--- config.mk ---
export PLATFORM = sky130hd
export DESIGN_NAME = pipeline_sequencer_flat
export DESIGN_NICKNAME = d
export VERILOG_FILES = /design/src/rtl/pipeline_sequencer_if.sv /design/src/rtl/pipeline_sequencer.sv /design/src/flat_wrapper.sv
export SDC_FILE = /design/constraint.sdc
export NUM_CORES = 1
export LEC_CHECK = 0
export CELL_PAD_IN_SITES_DETAIL_PLACEMENT = 1
export CELL_PAD_IN_SITES_GLOBAL_PLACEMENT = 1
export CORE_AREA = 2 2 39 41
export DETAILED_ROUTE_END_ITERATION = 8
export DIE_AREA = 0 0 41 43
export GPL_TIMING_DRIVEN = 0
export PLACE_DENSITY = 0.73
export REMOVE_ABC_BUFFERS = 1
export SLEW_MARGIN = 5
export SYNTH_ARGS = -nofsm -noshare
export SYNTH_HDL_FRONTEND = slang
export SYNTH_SLANG_ARGS = --single-unit
--- constraint.sdc ---
create_clock -name CLK -period 3.33 [get_ports CLK]
set_clock_uncertainty 0.1 [all_clocks]
set_input_delay 0.8325 -clock CLK [delete_from_list [all_inputs] [get_ports CLK]]
set_output_delay 0.8325 -clock CLK [all_outputs]
set_load 0.05 [all_outputs]
--- src/rtl/pipeline_sequencer_if.sv ---
// Handshake bundle between the hazard/memory sources and the pipeline sequencer.
// Counter outputs exist only when PIPE_PERF_CNT_EN is defined.
interface pipeline_sequencer_if #(
    parameter int CNT_W = 32
);
    logic ihit;
    logic dhit;
    logic exmem_dmem_req;
    logic lw_nop;
    logic jmp_flush;
    logic brch_flush;
    logic memwb_halt;
    logic dflush_done;
    logic pc_en;
    logic ifid_en;
    logic idex_en;
    logic exmem_en;
    logic memwb_en;
    logic ifid_flush;
    logic idex_flush;
    logic dmem_allow;
    logic dflush_req;
    logic halt;
`ifdef PIPE_PERF_CNT_EN
    logic [CNT_W-1:0] stall_cnt;
    logic [CNT_W-1:0] bubble_cnt;
    logic [CNT_W-1:0] flush_cnt;
`endif

    if (CNT_W < 1) begin : g_bad_cnt_w
        $error("CNT_W must be at least 1");
    end

    modport slave (
        input  ihit, dhit, exmem_dmem_req, lw_nop,
        input  jmp_flush, brch_flush, memwb_halt, dflush_done,
        output pc_en, ifid_en, idex_en, exmem_en, memwb_en,
        output ifid_flush, idex_flush, dmem_allow, dflush_req, halt
`ifdef PIPE_PERF_CNT_EN
        , output stall_cnt, bubble_cnt, flush_cnt
`endif
    );

    modport master (
        output ihit, dhit, exmem_dmem_req, lw_nop,
        output jmp_flush, brch_flush, memwb_halt, dflush_done,
        input  pc_en, ifid_en, idex_en, exmem_en, memwb_en,
        input  ifid_flush, idex_flush, dmem_allow, dflush_req, halt
`ifdef PIPE_PERF_CNT_EN
        , input stall_cnt, bubble_cnt, flush_cnt
`endif
    );
endinterface

--- src/rtl/pipeline_sequencer.sv ---
// Stall/flush sequencer: RUN / DRAIN / HALTED control of PC and pipeline regs.
// Define PIPE_PERF_CNT_EN to add saturating stall/bubble/flush counters.
module pipeline_sequencer #(
    parameter int CNT_W = 32
) (
    input logic CLK,
    input logic nRST,
    pipeline_sequencer_if.slave bus
);
    typedef enum logic [1:0] {
        RUN    = 2'd0,
        DRAIN  = 2'd1,
        HALTED = 2'd2
    } state_e;

    state_e state_q, state_d;
    logic mem_stall, redirect;
    logic w_halt, w_mem, w_fetch, w_redir, w_bubble;

    if (CNT_W < 1) begin : g_bad_cnt_w
        $error("CNT_W must be at least 1");
    end

    assign mem_stall = bus.exmem_dmem_req & ~bus.dhit;
    assign redirect  = bus.jmp_flush | bus.brch_flush;

    // One-hot priority terms so the decoder below stays exclusive
    assign w_halt   = bus.memwb_halt;
    assign w_mem    = ~w_halt & mem_stall;
    assign w_fetch  = ~w_halt & ~mem_stall & ~bus.ihit;
    assign w_redir  = ~w_halt & ~mem_stall & bus.ihit & redirect;
    assign w_bubble = ~w_halt & ~mem_stall & bus.ihit & ~redirect
                    & bus.lw_nop;

    always_ff @(posedge CLK or negedge nRST) begin
        if (!nRST) state_q <= RUN;
        else       state_q <= state_d;
    end

    always_comb begin
        state_d        = state_q;
        bus.pc_en      = 1'b0;
        bus.ifid_en    = 1'b0;
        bus.idex_en    = 1'b0;
        bus.exmem_en   = 1'b0;
        bus.memwb_en   = 1'b0;
        bus.ifid_flush = 1'b0;
        bus.idex_flush = 1'b0;
        bus.dmem_allow = 1'b0;
        unique case (state_q)
            RUN: begin
                bus.dmem_allow = ~w_halt;
                unique case (1'b1)
                    w_halt: state_d = DRAIN;
                    w_mem: begin
                    end
                    w_fetch: begin
                        // A resolved redirect must stay in EX until fetch returns
                        if (!redirect) begin
                            bus.idex_en    = 1'b1;
                            bus.exmem_en   = 1'b1;
                            bus.memwb_en   = 1'b1;
                            bus.idex_flush = 1'b1;
                        end
                    end
                    w_redir: begin
                        bus.pc_en      = 1'b1;
                        bus.ifid_en    = 1'b1;
                        bus.idex_en    = 1'b1;
                        bus.exmem_en   = 1'b1;
                        bus.memwb_en   = 1'b1;
                        bus.ifid_flush = 1'b1;
                        bus.idex_flush = 1'b1;
                    end
                    w_bubble: begin
                        bus.idex_en    = 1'b1;
                        bus.exmem_en   = 1'b1;
                        bus.memwb_en   = 1'b1;
                        bus.idex_flush = 1'b1;
                    end
                    default: begin
                        bus.pc_en    = 1'b1;
                        bus.ifid_en  = 1'b1;
                        bus.idex_en  = 1'b1;
                        bus.exmem_en = 1'b1;
                        bus.memwb_en = 1'b1;
                    end
                endcase
            end
            DRAIN: begin
                if (bus.dflush_done) state_d = HALTED;
            end
            HALTED: begin
            end
            default: state_d = RUN;
        endcase
    end

    assign bus.dflush_req = (state_q == DRAIN);
    assign bus.halt       = (state_q == HALTED);

`ifdef PIPE_PERF_CNT_EN
    logic [CNT_W-1:0] stall_q, stall_d;
    logic [CNT_W-1:0] bubble_q, bubble_d;
    logic [CNT_W-1:0] flush_q, flush_d;
    logic run;

    function automatic logic [CNT_W-1:0] sat_inc(
        input logic [CNT_W-1:0] v,
        input logic en
    );
        return (en && (v != '1)) ? v + CNT_W'(1) : v;
    endfunction

    assign run = (state_q == RUN);

    always_comb begin
        stall_d  = sat_inc(stall_q, run & (w_mem | w_fetch));
        bubble_d = sat_inc(bubble_q, run & w_bubble);
        flush_d  = sat_inc(flush_q, run & w_redir);
    end

    always_ff @(posedge CLK or negedge nRST) begin
        if (!nRST) begin
            stall_q  <= '0;
            bubble_q <= '0;
            flush_q  <= '0;
        end else begin
            stall_q  <= stall_d;
            bubble_q <= bubble_d;
            flush_q  <= flush_d;
        end
    end

    assign bus.stall_cnt  = stall_q;
    assign bus.bubble_cnt = bubble_q;
    assign bus.flush_cnt  = flush_q;
`endif
endmodule

--- src/flat_wrapper.sv ---
// flat-port wrapper written by rule: the top's interface ports become plain ports
module pipeline_sequencer_flat 
#(
    parameter int CNT_W = 32
)
  (CLK, nRST, bus_ihit, bus_dhit, bus_exmem_dmem_req, bus_lw_nop, bus_jmp_flush, bus_brch_flush, bus_memwb_halt, bus_dflush_done, bus_pc_en, bus_ifid_en, bus_idex_en, bus_exmem_en, bus_memwb_en, bus_ifid_flush, bus_idex_flush, bus_dmem_allow, bus_dflush_req, bus_halt);
  pipeline_sequencer_if #(.CNT_W(CNT_W)) bus_i ();
  input logic CLK;
  input logic nRST;
  input wire logic [$bits(bus_i.ihit)-1:0] bus_ihit;
  input wire logic [$bits(bus_i.dhit)-1:0] bus_dhit;
  input wire logic [$bits(bus_i.exmem_dmem_req)-1:0] bus_exmem_dmem_req;
  input wire logic [$bits(bus_i.lw_nop)-1:0] bus_lw_nop;
  input wire logic [$bits(bus_i.jmp_flush)-1:0] bus_jmp_flush;
  input wire logic [$bits(bus_i.brch_flush)-1:0] bus_brch_flush;
  input wire logic [$bits(bus_i.memwb_halt)-1:0] bus_memwb_halt;
  input wire logic [$bits(bus_i.dflush_done)-1:0] bus_dflush_done;
  output wire logic [$bits(bus_i.pc_en)-1:0] bus_pc_en;
  output wire logic [$bits(bus_i.ifid_en)-1:0] bus_ifid_en;
  output wire logic [$bits(bus_i.idex_en)-1:0] bus_idex_en;
  output wire logic [$bits(bus_i.exmem_en)-1:0] bus_exmem_en;
  output wire logic [$bits(bus_i.memwb_en)-1:0] bus_memwb_en;
  output wire logic [$bits(bus_i.ifid_flush)-1:0] bus_ifid_flush;
  output wire logic [$bits(bus_i.idex_flush)-1:0] bus_idex_flush;
  output wire logic [$bits(bus_i.dmem_allow)-1:0] bus_dmem_allow;
  output wire logic [$bits(bus_i.dflush_req)-1:0] bus_dflush_req;
  output wire logic [$bits(bus_i.halt)-1:0] bus_halt;
  assign bus_i.ihit = bus_ihit;
  assign bus_i.dhit = bus_dhit;
  assign bus_i.exmem_dmem_req = bus_exmem_dmem_req;
  assign bus_i.lw_nop = bus_lw_nop;
  assign bus_i.jmp_flush = bus_jmp_flush;
  assign bus_i.brch_flush = bus_brch_flush;
  assign bus_i.memwb_halt = bus_memwb_halt;
  assign bus_i.dflush_done = bus_dflush_done;
  assign bus_pc_en = bus_i.pc_en;
  assign bus_ifid_en = bus_i.ifid_en;
  assign bus_idex_en = bus_i.idex_en;
  assign bus_exmem_en = bus_i.exmem_en;
  assign bus_memwb_en = bus_i.memwb_en;
  assign bus_ifid_flush = bus_i.ifid_flush;
  assign bus_idex_flush = bus_i.idex_flush;
  assign bus_dmem_allow = bus_i.dmem_allow;
  assign bus_dflush_req = bus_i.dflush_req;
  assign bus_halt = bus_i.halt;
  pipeline_sequencer #(.CNT_W(CNT_W)) u_core (.CLK(CLK), .nRST(nRST), .bus(bus_i));
endmodule
==> flow_metrics.tcl, run 1 <==
set metrics [dict create \
    status "finished, violations left" \
    violations "negative setup slack" \
    htree_levels 1 \
    io_buffers 19 \
    path_buf_inv 2 \
    p_leak_nw 0.180 \
    first_pass_iters 1 \
    cp_max_fo 5 \
    clk_latency_ns 0.22 \
    rsz0062_at_grt "true" \
    cp_top_family "buffers and inverters" \
    setup.worst_path.end "bus_memwb_en" \
    holdCritPathClass "reg -> reg" \
    synthArstFlopShare_pct 100 \
    cpPeakStageDelay_ns 0.55 \
    largest_reg_flops 2 \
    wire_per_inst_um 9.61 \
    power.density_nw_per_um2 778 \
    initial_core_util_pct 13.4 \
    yosysMostFrequentCell "buf_4" \
    overflow 0 \
    fmax_mhz 297 \
    detailedPlace.worstSlack_ns -0.495 \
    fp.dieH_um 43 \
    post_cts_buffers 0 \
    io_pins 20 \
    stdcell_count 56 \
    synth_area_per_cell_um2 8.82 \
    drt_iter0_drc 0 \
    period_needed_ns 3.36 \
    whs_ns 0.369 \
    largestRegisters "u_core.state_q (2)" \
    cp.arrival_ns 2.43 \
    cts_tree "built" \
    hpwlAfterDp_um 440 \
    drtAntennaViolNets 0 \
    ir_worst_vdd_mv 0.254 \
    p_total_mw 0.302 \
    grt_util_all_layers_pct 7.72 \
    rr_startpoint "u_core.state_q[0]" \
    dpl_cell_area_um2 373 \
    final_nets 52 \
    yosysWarnings 0 \
    comb_power_share_pct 67.0 \
    critical_path_class "in -> out" \
    post_drt_via_cell_ratio 4.14 \
    ys_seq_area_share_pct 27.0 \
    regMostFlops "u_core.state_q" \
    worst-path-stages 4 \
    cp_slowest_cell "dlygate4sd1_1" \
    yosysUniqueCellTypes 14 \
    end_kind "output pin" \
    dieWidth_um 41 \
    syn2layout_area_growth_pct 109 \
    setup_viol 3 \
    maxCapViolCount 0 \
    synth.ff_latch_count 2 \
    p_seq_share_pct 15.5 \
    cts.clk_slew.worst_paths_ns 0.03 \
    path_cells "clkdlybuf4s50_1 -> or3_4 -> nor3_1 -> dlygate4sd1_1" \
    cts_buffers 3 \
    cp.required_ns 2.40 \
    ys.flop_type "dfrtp_1" \
    setup_slack_ns -0.0323 \
    vias 232 \
    clock_sinks 2 \
    gp_congestion 0.570 \
    grt_max_degree 6 \
    critPathLaunch "bus_memwb_halt" \
    drive_gt1_share_pct 25.0 \
    p_sw_share_pct 52.0 \
    core.rowCount 14 \
    clockRootBuffer "clkbuf_4" \
    grt_pass1_vias 233 \
    syn-instance-count 21 \
    clk_path_buf_depth 2 \
    antenna_found_initial 0 \
    tightest_slew_ns 0.498 \
    wl_um 538 \
    drc_errors 0 \
    r2r_cells 2 \
    synth_edf_count 0 \
    synth_area_leaders "dfrtp_1, buf_4, a2111oi_2" \
    dp.cells 53 \
    finalCritPeriodShare_pct 101 \
    n_antenna_cell 0 \
    clock_power_share_pct 17.5 \
    relSlewSlack_pct 66.7 \
    core_area_um2 1380 \
    hold_viol 0 \
    switching_power_mw 0.157 \
    fp.dieArea_um2 1760 \
    synth_top_area_share_pct 27.0 \
    cp-start-kind "primary input" \
    tns_ns -0.0963 \
    drv_slew 0 \
    r2r_setup_slack_ns 2.39 \
    reg2reg_to "u_core.state_q[1]" \
    power.internal_mw 0.145 \
    post-route-util_pct 28.0 \
    synth_area_um2 185 \
    yosys.area.top_type "dfrtp_1" \
    fin_area_um2 388 \
    grt_pass1_wl_um 828 \
]
-- cell usage in the layout, fill, tap and decap left out, types with 2 or more instances in the layout --
master | netlist | layout
clkbuf_4 | 0 | 3
dlygate4sd1_1 | 0 | 3
nor4_1 | 2 | 2
dfrtp_1 | 2 | 2
nor2b_1 | 2 | 2
clkdlybuf4s15_2 | 0 | 2
inv_1 | 2 | 2
buf_4 | 3 | 2
clkdlybuf4s50_1 | 0 | 11
nor2_1 | 2 | 2
-- worst register-to-register path, stage by stage (launching register included) --
cell,delay (ns)
dfrtp_1,0.38
and2b_1,0.21
a21o_1,0.15
-- per-layer routing --
metal	track usage, %	share of wire [%]
met5	0	0
met4	10.0	0
met3	3.66	17
met2	11.3	49
met1	6.09	34
-- timing repair --
item | 4_1_cts | 5_1_grt
hold buffers | 0 | 0
resized for setup | 30 | 4
setup endpoints to repair | 8 | 5
-- kinds of logic (layout without fill, tap and decap cells) --
kind of cell / after synthesis / count (layout) / synth area share, %
AND/OR/NAND/NOR: 10 / 10 / 35.1
buffers and inverters: 5 / 24 / 16.2
AO/OA/AOI/OAI: 4 / 4 / 21.6
flip-flops: 2 / 2 / 27.0
-- power by group through the flow --
stage               logic [mW]  registers [mW]  clock network, mW
finish                   0.202          0.0469             0.0527
global route             0.213          0.0490             0.0626
CTS                      0.203          0.0473             0.0569
detailed placement       0.213          0.0476                  0
global placement         0.213          0.0469                  0
floorplan                0.143          0.0449                  0
-- area by class of cell --
cell class	count	area, µm²
Fill cell	176	996
Timing Repair Buffer	19	183
Multi-Input combinational cell	14	105
Sequential cell	2	50.0
Clock buffer	3	22.5
Tap cell	16	20.0
Inverter	2	7.51
-- how the worst min path moves through the flow --
stage	slack [ns]	cells past startpoint	end	startpoint
6_report	0.37	1	u_core.state_q[0]	u_core.state_q[1]
5_1_grt	0.40	1	u_core.state_q[0]	u_core.state_q[1]
3_5_place_dp	0.37	1	u_core.state_q[0]	u_core.state_q[1]
2_1_floorplan	0.34	1	u_core.state_q[0]	u_core.state_q[1]
3_3_place_gp	0.37	1	u_core.state_q[0]	u_core.state_q[1]
4_1_cts	0.38	1	u_core.state_q[0]	u_core.state_q[1]
Power figures use the tool's default switching activity.
==> run 2, diff against run 1 <==
--- a/config.mk
+++ b/config.mk
@@ -5,6 +5,7 @@
 export SDC_FILE = /design/constraint.sdc
 export NUM_CORES = 1
 export LEC_CHECK = 0
+export CAP_MARGIN = 30
 export CELL_PAD_IN_SITES_DETAIL_PLACEMENT = 1
 export CELL_PAD_IN_SITES_GLOBAL_PLACEMENT = 1
 export CORE_AREA = 2 2 39 41
@@ -13,6 +14,7 @@
 export GPL_TIMING_DRIVEN = 0
 export PLACE_DENSITY = 0.73
 export REMOVE_ABC_BUFFERS = 1
+export SKIP_CTS_REPAIR_TIMING = 1
 export SLEW_MARGIN = 5
 export SYNTH_ARGS = -nofsm -noshare
 export SYNTH_HDL_FRONTEND = slang
==> run 2 against run 1 <==
Compared with the run above:
- the run now ends clean
- core utilization up 0.18 points
- setup slack better by 0.082 ns
- flip-flop and latch count did not move
- combinational power grew 2%
- critical path depth stayed put
- sequential share of layout area fell by 0.083 points
- largest cell class unchanged
- largest power group unchanged
==> flow_metrics.tcl, run 2 (synthesis results as in run 1) <==
set metrics [dict create \
    grt_util_all_layers_pct 7.82 \
    drive_gt1_share_pct 25.0 \
    vias 231 \
    period_needed_ns 3.28 \
    whs_ns 0.369 \
    multi_input_area_um2 105 \
    cp.required_ns 2.40 \
    tightest_slew_ns 0.498 \
    initial_core_util_pct 13.4 \
    core.rowCount 14 \
    fin_area_um2 390 \
    post-route-util_pct 28.2 \
    p_sw_share_pct 51.3 \
    gp_congestion 0.570 \
    comb_power_share_pct 67.5 \
    detailedPlace.worstSlack_ns -0.495 \
    grt_pass1_vias 237 \
    final_nets 52 \
    grt_pass1_wl_um 841 \
    drv_slew 0 \
    r2r_cells 2 \
    dp.cells 53 \
    tns_ns 0 \
    hpwlAfterDp_um 440 \
    io_buffers 19 \
    cp-start-kind "primary input" \
    overflow 0 \
    drc_errors 0 \
    clockRootBuffer "clkbuf_4" \
    drtAntennaViolNets 0 \
    drt_iter0_drc 0 \
    first_pass_iters 1 \
    ir_worst_vdd_mv 0.254 \
    rsz0062_at_grt "true" \
    largestRegisters "u_core.state_q (2)" \
    clock_sinks 2 \
    fmax_mhz 305 \
    critPathLaunch "bus_memwb_halt" \
    power.internal_mw 0.149 \
    fp.dieH_um 43 \
    syn2layout_area_growth_pct 111 \
    core_area_um2 1380 \
    stdcell_count 56 \
    end_kind "output pin" \
    n_antenna_cell 0 \
    rr_startpoint "u_core.state_q[0]" \
    nFillCells 174 \
    cts_tree "built" \
    cp.arrival_ns 2.35 \
    switching_power_mw 0.157 \
    power.density_nw_per_um2 784 \
    reg2reg_to "u_core.state_q[1]" \
    layout_commonest_cell "clkdlybuf4s50_1" \
    grt_max_degree 6 \
    wl_um 550 \
    hold_depth 1 \
    status "finished, final reports clean" \
    regArea_um2 50.0 \
    setup_viol 0 \
    maxCapViolCount 0 \
    largest_reg_flops 2 \
    clock_power_share_pct 17.2 \
    cts_buffers 3 \
    dieWidth_um 41 \
    p_seq_share_pct 15.3 \
    fp.dieArea_um2 1760 \
    dpl_cell_area_um2 373 \
    p_total_mw 0.306 \
    clk_path_buf_depth 2 \
    most-common-layout-cells "clkdlybuf4s50_1, dlymetal6s2s_1, clkbuf_4" \
    regMostFlops "u_core.state_q" \
    post_drt_via_cell_ratio 4.13 \
    p_leak_nw 0.229 \
    hold_viol 0 \
    finalCritPeriodShare_pct 98.5 \
    cts.clk_slew.worst_paths_ns 0.03 \
    antenna_found_initial 0 \
    wire_per_inst_um 9.82 \
    io_pins 20 \
    setup_slack_ns 0.0497 \
    relSlewSlack_pct 66.7 \
    holdCritPathClass "reg -> reg" \
    cp_max_fo 5 \
    critical_path_class "in -> out" \
    setup.worst_path.end "bus_exmem_en" \
    clk_latency_ns 0.22 \
    htree_levels 1 \
    r2r_setup_slack_ns 2.39 \
]
run 2: cell count changes in the layout (fill, tap and decap cells not counted):
cell             before  now
clkdlybuf4s15_2       2    0
dlygate4sd1_1         3    0
dlygate4sd2_1         1    0
clkbuf_2              0    2
dlymetal6s2s_1        0    4
run 2: critical path, cell delays in order:
cell	delay [ns]
clkdlybuf4s50_1	0.41
or3_4	0.37
nor3_1	0.27
dlymetal6s2s_1	0.46
run 2: worst min-delay path by stage:
| stage | startpoint | slack [ns] | endpoint |
|---|---|---|---|
| finish | u_core.state_q[1] | 0.37 | u_core.state_q[0] |
| global route | u_core.state_q[1] | 0.40 | u_core.state_q[0] |
| CTS | u_core.state_q[1] | 0.38 | u_core.state_q[0] |
| detailed placement | u_core.state_q[1] | 0.37 | u_core.state_q[0] |
| global placement | u_core.state_q[1] | 0.37 | u_core.state_q[0] |
| floorplan | u_core.state_q[1] | 0.34 | u_core.state_q[0] |
run 2: cell type report:
cell class	count	area share (%)
clock buffer	3	5.77
inverter	2	1.92
timing repair buffer	19	47.4
sequential	2	12.8
tap	16	5.13
multi-input combinational	14	26.9
run 2: power by group through the flow:
| stage | sequential [mW] | combinational [mW] | clock [mW] |
|---|---|---|---|
| floorplan | 0.0449 | 0.143 | 0 |
| global placement | 0.0469 | 0.213 | 0 |
| detailed placement | 0.0476 | 0.213 | 0 |
| CTS | 0.0473 | 0.215 | 0.0569 |
| global route | 0.0490 | 0.217 | 0.0626 |
| finish | 0.0469 | 0.207 | 0.0527 |
run 2: per-layer routing:
metal | track usage [%] | share of wire [%] | routed length [µm] | vias up
li1 | - | - | - | 111
met1 | 6.41 | 35 | 194 | 103
met2 | 11.3 | 48 | 262 | 17
met3 | 3.66 | 17 | 94 | 0
met4 | 10.0 | 0 | 0 | 0
met5 | 0 | 0 | 0 | -
